<file path="config.mk">
export PLATFORM = sky130hd
export DESIGN_NAME = hamming74_encoder_stream
export DESIGN_NICKNAME = d
export VERILOG_FILES = /design/src/rtl/hamming74_encoder_stream.sv
export SDC_FILE = /design/constraint.sdc
export NUM_CORES = 1
export LEC_CHECK = 0
export CAP_MARGIN = 25
export CORE_MARGIN = 8
export CORE_UTILIZATION = 42
export CTS_CLUSTER_DIAMETER = 60
export CTS_CLUSTER_SIZE = 28
export DETAILED_ROUTE_END_ITERATION = 6
export PLACE_DENSITY = 0.64
export SYNTH_ARGS = -nofsm -noshare
export SYNTH_HDL_FRONTEND = slang
export SYNTH_SLANG_ARGS = --single-unit
</file>
<file path="constraint.sdc">
create_clock -name wb_clk_i -period 2.66 [get_ports wb_clk_i]
set_input_delay 0.532 -clock wb_clk_i [delete_from_list [all_inputs] [get_ports wb_clk_i]]
set_output_delay 0.532 -clock wb_clk_i [all_outputs]
set_load 0.05 [all_outputs]
</file>
<file path="src/rtl/hamming74_encoder_stream.sv">
// Hamming(7,4) stream encoder: encodes accepted nibbles and queues the
// codewords, with optional single-bit error injection, in a small FIFO.
module hamming74_encoder_stream #(
    parameter int DEPTH = 4,
    parameter int CNT_W = 8
) (
    input  logic                     wb_clk_i,
    input  logic                     wb_rst_i,
    input  logic                     in_valid,
    output logic                     in_ready,
    input  logic [3:0]               in_data,
    input  logic [2:0]               in_inj,
    output logic                     out_valid,
    input  logic                     out_ready,
    output logic [6:0]               out_code,
    output logic [$clog2(DEPTH):0]   fifo_level,
    output logic [CNT_W-1:0]         sent_cnt,
    output logic [CNT_W-1:0]         inj_cnt
);

    localparam int PTR_W = $clog2(DEPTH);
    localparam logic [PTR_W:0] LVL_FULL = (PTR_W+1)'(DEPTH);

    function automatic logic [6:0] encode(input logic [3:0] d);
        logic p1, p2, p3;
        p1 = d[0] ^ d[1] ^ d[3];
        p2 = d[0] ^ d[2] ^ d[3];
        p3 = d[1] ^ d[2] ^ d[3];
        return {d[3], d[2], d[1], p3, d[0], p2, p1};
    endfunction

    // Position k (1..7) lives in bit k-1; zero means no flip.
    function automatic logic [6:0] inject(input logic [6:0] code, input logic [2:0] pos);
        logic [6:0] mask;
        mask = (pos == 3'd0) ? 7'd0 : (7'd1 << (pos - 3'd1));
        return code ^ mask;
    endfunction

    logic [6:0]       mem [DEPTH];
    logic [PTR_W-1:0] wr_ptr;
    logic [PTR_W-1:0] rd_ptr;
    logic [6:0]       code_p0;
    logic             vld_p0;
    logic             pop;

    // Input stage: encode and inject, decide push/pop from registered state
    assign in_ready  = (fifo_level != LVL_FULL);
    assign out_valid = (fifo_level != '0);
    assign vld_p0    = in_valid & in_ready;
    assign pop       = out_valid & out_ready;
    assign code_p0   = inject(encode(in_data), in_inj);
    assign out_code  = mem[rd_ptr];

    // Storage stage: codeword payload is never reset
    always_ff @(posedge wb_clk_i) begin
        if (vld_p0) begin
            mem[wr_ptr] <= code_p0;
        end
    end

    always_ff @(posedge wb_clk_i or posedge wb_rst_i) begin
        if (wb_rst_i) begin
            wr_ptr     <= '0;
            rd_ptr     <= '0;
            fifo_level <= '0;
            sent_cnt   <= '0;
            inj_cnt    <= '0;
        end else begin
            if (vld_p0) begin
                wr_ptr <= wr_ptr + PTR_W'(1);
            end
            if (vld_p0 && (in_inj != 3'd0)) begin
                inj_cnt <= inj_cnt + CNT_W'(1);
            end
            if (pop) begin
                rd_ptr   <= rd_ptr + PTR_W'(1);
                sent_cnt <= sent_cnt + CNT_W'(1);
            end
            case ({vld_p0, pop})
                2'b10:   fifo_level <= fifo_level + (PTR_W+1)'(1);
                2'b01:   fifo_level <= fifo_level - (PTR_W+1)'(1);
                default: fifo_level <= fifo_level;
            endcase
        end
    end

endmodule

</file>
# Yosys cells after proc, flatten, opt, wreduce, memory -nomap -nowiden

Memory sizes are Yosys's and may differ from the RTL's.
Index checks and enable logic that the tools add are counted.

Add/sub/neg operators: 7
Equal/unequal tests: 3
Shift operators: 1
Muxes and demuxes: 4
Bitwise logic cells: 9
Reduce and logical (&&, ||, !) cells: 5

Operators with widths:

| operator                                            | count |
|---|---|
| adder 8 x 1 -> 8 bit, second input constant         | 2 |
| two-way mux 7 bit                                   | 1 |
| << shifter 1 x 3 -> 7 bit, first input constant     | 1 |
| XOR 7 bit                                           | 1 |
| case mux 3 bit (2 select lines)                     | 1 |
| nonzero test 3 bit                                  | 2 |
| subtractor 3 x 1 -> 3 bit, second input constant    | 2 |
| XOR 1 bit                                           | 6 |
| adder 2 x 1 -> 2 bit, second input constant         | 2 |
| adder 3 x 1 -> 3 bit, second input constant         | 1 |
| zero test 3 bit                                     | 1 |
| inequality test 3 bit, second input constant        | 1 |
| AND 1 bit                                           | 2 |
| equality test 2 x 1 -> 1 bit, second input constant | 1 |
| equality test 2 bit, second input constant          | 1 |
| two-way mux 1 bit                                   | 2 |
| nonzero test 2 bit                                  | 1 |
| logical AND 1 bit                                   | 1 |

Register bits: 23
RAM bits: 28
Input port bits: 11
Output and inout bits: 28
Word-level logic and storage cells: 35
Memories: 1

Memories:

| memory | words | bits a word | read ports | clocked after memory_dff | write ports | line | source |
|---|---|---|---|---|---|---|---|
| mem    | 4     | 7           | 1          | 0                        | 1           | 39   | `logic [6:0] mem [DEPTH];` |

# Longest topological paths before layout

Word-level depth: 4
Mapped depth: 9

# Least setup slack after synthesis

Ideal clock, no wire load.

Path kind: flip-flop to flip-flop
Start point: register fifo_level[0]
End point: register fifo_level[2]
Setup time: 0.144 ns
Data arrival time: 2.323 ns
Required time: 2.516 ns
Path slack: 0.193 ns
Stages on the path, launching flop included: 10
Buffers on the path: 0
Period minus slack after synthesis: 2.467 ns
Cell sequence: dfrtp_1 -> or3_2 -> nand2_2 -> inv_1 -> ha_1 -> inv_1 -> fa_1 -> xor2_1 -> nor2_1 -> xor2_1

Word-level cells in the longest chain between the ends: 4

Ends and longest elaborated chain:

| element                                                               | line | source |
|---|---|---|
| from (decl)                                                           | 16   | `output logic [$clog2(DEPTH):0] fifo_level,` |
| from (signal assigned)                                                | 80   | `2'b10: fifo_level <= fifo_level + (PTR_W+1)'(1);` |
| from (signal assigned)                                                | 81   | `2'b01: fifo_level <= fifo_level - (PTR_W+1)'(1);` |
| from (signal assigned)                                                | 82   | `default: fifo_level <= fifo_level;` |
| nonzero test 3 bit *                                                  | 48   | `assign out_valid = (fifo_level != '0);` |
| net out_valid                                                         | 13   | `output logic out_valid,` |
| AND 1 bit *                                                           | 50   | `assign pop = out_valid & out_ready;` |
| net pop                                                               | 44   | `logic pop;` |
| equality test 2 x 1 -> 1 bit or equality test 2 bit (tied branches)   | 79   | `case ({vld_p0, pop})` |
| case mux 3 bit (2 select lines) or nonzero test 2 bit (tied branches) | n/a  |  |

The timed path passes the listed nets; every way through them passes the cells marked *.
A chain may end at the register's enable or synchronous reset.

# Worst setup path after layout

Start point: register fifo_level[0]
End point: output port in_ready

Word-level cells in the longest chain between the ends: 1

Ends and longest elaborated chain:

| element               | line | source |
|---|---|---|
| inequality test 3 bit | 47   | `assign in_ready = (fifo_level != LVL_FULL);` |
| to (decl)             | 10   | `output logic in_ready,` |

No other way between the ends.

==> flow_summary.ini <==
[place]
postPlaceCellArea_sq_mm = 0.00274
detailedPlace.worstSlack_ns = 0.258
dp_hpwl_um = 3210
portBuffers = 38
place_congestion = 0.790

[yosys]
netlist_area_sq_mm = 0.00232
synth_most_common_cell = edfxtp_1
yosysWarnings = 0
async_reset_ff_share_pct = 45.1
synth_edf_count = 28
synth_top_area_share_pct = 36.3
syn-num-nets = 177
yosysTopAreaCell = edfxtp_1
synthFlopType = edfxtp_1
ys_types = 28
synth_commonest_cells = 28 x edfxtp_1, 23 x dfrtp_1, 23 x xnor2_1
synth_seq_cells = 51
ys_seq_area_share_pct = 61.1
synthTopCellsByArea = edfxtp_1 36%, dfrtp_1 25%, xnor2_1 8.7%
syn_inst = 157
syn_avg_cell_area_sq_um = 14.8

[worst_setup_path]
crit_path_max_fanout = 7
start_kind = flop
crit_slowest_cell = clkdlybuf4s50_1
path_cells = or3b_1, clkdlybuf4s50_1
criticalPathCategory = flop to primary output
required_ns = 2.13
end_kind = primary output
slowest_delay_ns = 0.76
reg2reg_slack_ns = 0.41
crit_arrival_ns = 2.01

[job]
cap_violations = 0

[power_and_ir_drop]
power.share.sequential_pct = 38.0
intPower_uw = 1940
p_switching_uw = 1590
cellPowerDensity_mw_per_mm2 = 1250
totalPowerFinal_uw = 3530
sw_frac_of_total_pct = 45.1
p_comb_share_pct = 49.8
p_leak_uw = 0.00111
max-vdd-ir-drop_mv = 0.644
power_frac_clock_pct = 12.2

[sta]
tns_ns = 0
finalHoldViolations = 0
drv_slew = 0
worst_pin_slew_ns = 0.888
slew_headroom_pct = 40.7
clock_skew_ns = 0.0144
rsz0062_at_grt = false
finalSetupViolCount = 0
fin_crit_sh_pct = 95.7
fmax_mhz = 393
setup_slack_ns = 0.115
fin_crit_ns = 2.55

[clock_tree]
path_clk_slew_ns = 0.09
htreeDepth = 2
cts-root-buf = clkbuf_8
cts_buffers = 5
cts_tree = built
clk_latency_ns = 0.30
hold_buffers = 0
cts_setup_buffers = 0
clockBufferDepth = 2
clock_sinks = 51
cts-resized-gates = 0

[routing]
drtAntennaViolNets = 0
via_per_inst = 4.97
drt_wl_total_um = 4300
num_vias = 1348
drt_first_iter_violations = 39
dr.pass1.iters = 4
drc_errors = 0
wl_per_cell_um = 15.9

[global_route]
grt_pass1_wl_um = 7200
grt_max_degree = 24
antenna_found_initial = 0
grtUsageMet3_pct = 3.24
grt_use_total_pct = 11.0
grt_overflow_total = 0
grt_util_met1_pct = 13.2
grt_use_met2_pct = 18.5
grt_pass1_vias = 1432
grt.busiest_layer = met2

[floorplan]
die_x_um = 90.3
row_count = 27
ioPinCount = 39
initial_core_util_pct = 42.9
fp.dieH_um = 90.3
die-area_sq_mm = 0.00815
core_area_sq_mm = 0.00541

[cells_and_area]
n_antenna_cell = 0
fin_util_pct = 52.2
fillerInstances = 463
final_nets = 218
final_layout_size_suffix_gt1_share_pct = 15.6
postLayoutCellArea_sq_mm = 0.00282
areaGrowthSynthToFinish_pct = 21.9

[status]
status = completed

[min_path]
holdCritPathClass = flop to flop
==> metrics by stage <==
stage	instances	hold slack (ns)
floorplan	157	0.498
global placement	263	0.459
detailed placement	263	0.469
CTS	271	0.483
global route	271	0.509
finish	271	0.475
==> cell usage in the layout (no fill, tap or decap), drive strengths merged <==
cell            n
xnor2          23
nor2            6
clkbuf          6
or3b            1
buf             7
nor3            1
fa              1
ha              8
nand3b          2
nand3           5
mux2i           1
mux2            2
clkdlybuf4s50  31
dfrtp          23
clkinv          1
mux4            7
nor3b           2
edfxtp         28
inv             8
nand2          11
xor2            9
nand4           6
clkinvlp        1
or3             2
and3            7
==> kinds of logic after synthesis <==
group         Yosys count  share of synthesized area, %
simple gates           43                          10.6
mux                    10                          8.37
fa+ha+maj               9                          5.18
buf+inv                12                          2.65
xor+xnor               32                          12.1
flops                  51                          61.1
==> area by class of cell <==
cell class / instances / area (sq um) / area share, %
sequential: 51 / 1420 / 50.2
multi-input combinational: 94 / 840 / 29.7
timing repair buffer: 38 / 363 / 12.8
tap: 72 / 90.1 / 3.19
clock buffer: 6 / 72.6 / 2.57
inverter: 8 / 30.0 / 1.06
clock inverter: 2 / 12.5 / 0.443
==> critical path, delay by kind of cell, from the launching register on <==
| kind | cells | cell delay, ns |
|---|---|---|
| flip-flops | 1 | 0.42 |
| AND/OR/NAND/NOR | 1 | 0.53 |
| buffers and inverters | 1 | 0.76 |
==> final timing paths <==
path,start,end,depth (start not counted)
worst max-delay path,fifo_level[0]$_DFFE_PP0P_,in_ready,2
worst min-delay path,inj_cnt[7]$_DFFE_PP0P_,inj_cnt[7]$_DFFE_PP0P_,1
worst max register to register,fifo_level[0]$_DFFE_PP0P_,fifo_level[2]$_DFFE_PP0P_,8
worst min register to register,inj_cnt[7]$_DFFE_PP0P_,inj_cnt[7]$_DFFE_PP0P_,1
max in group asynchronous,wb_rst_i,inj_cnt[2]$_DFFE_PP0P_,2
min in group asynchronous,wb_rst_i,fifo_level[2]$_DFFE_PP0P_,2
==> power by group through the flow <==
stage / Clock [uW] / Combinational (uW) / Sequential (uW)
5_1_grt: 476 / 1860 / 1380
3_3_place_gp: 0 / 1750 / 1350
3_5_place_dp: 0 / 1780 / 1360
6_report: 432 / 1760 / 1340
4_1_cts: 438 / 1790 / 1350
2_1_floorplan: 0 / 944 / 1650
==> registers in the layout, summed over array words and instances, names as in the netlist <==
register    flops
inj_cnt         8
wr_ptr          2
mem            28
rd_ptr          2
sent_cnt        8
fifo_level      3
==> metal layers <==
layer  wire, um  share of wire, %
met1       1910                45
met3        176               4.1
met2       2140                50
met5          0                 0
met4         63               1.5
Note: power is estimated with default switching activity, not from simulation.
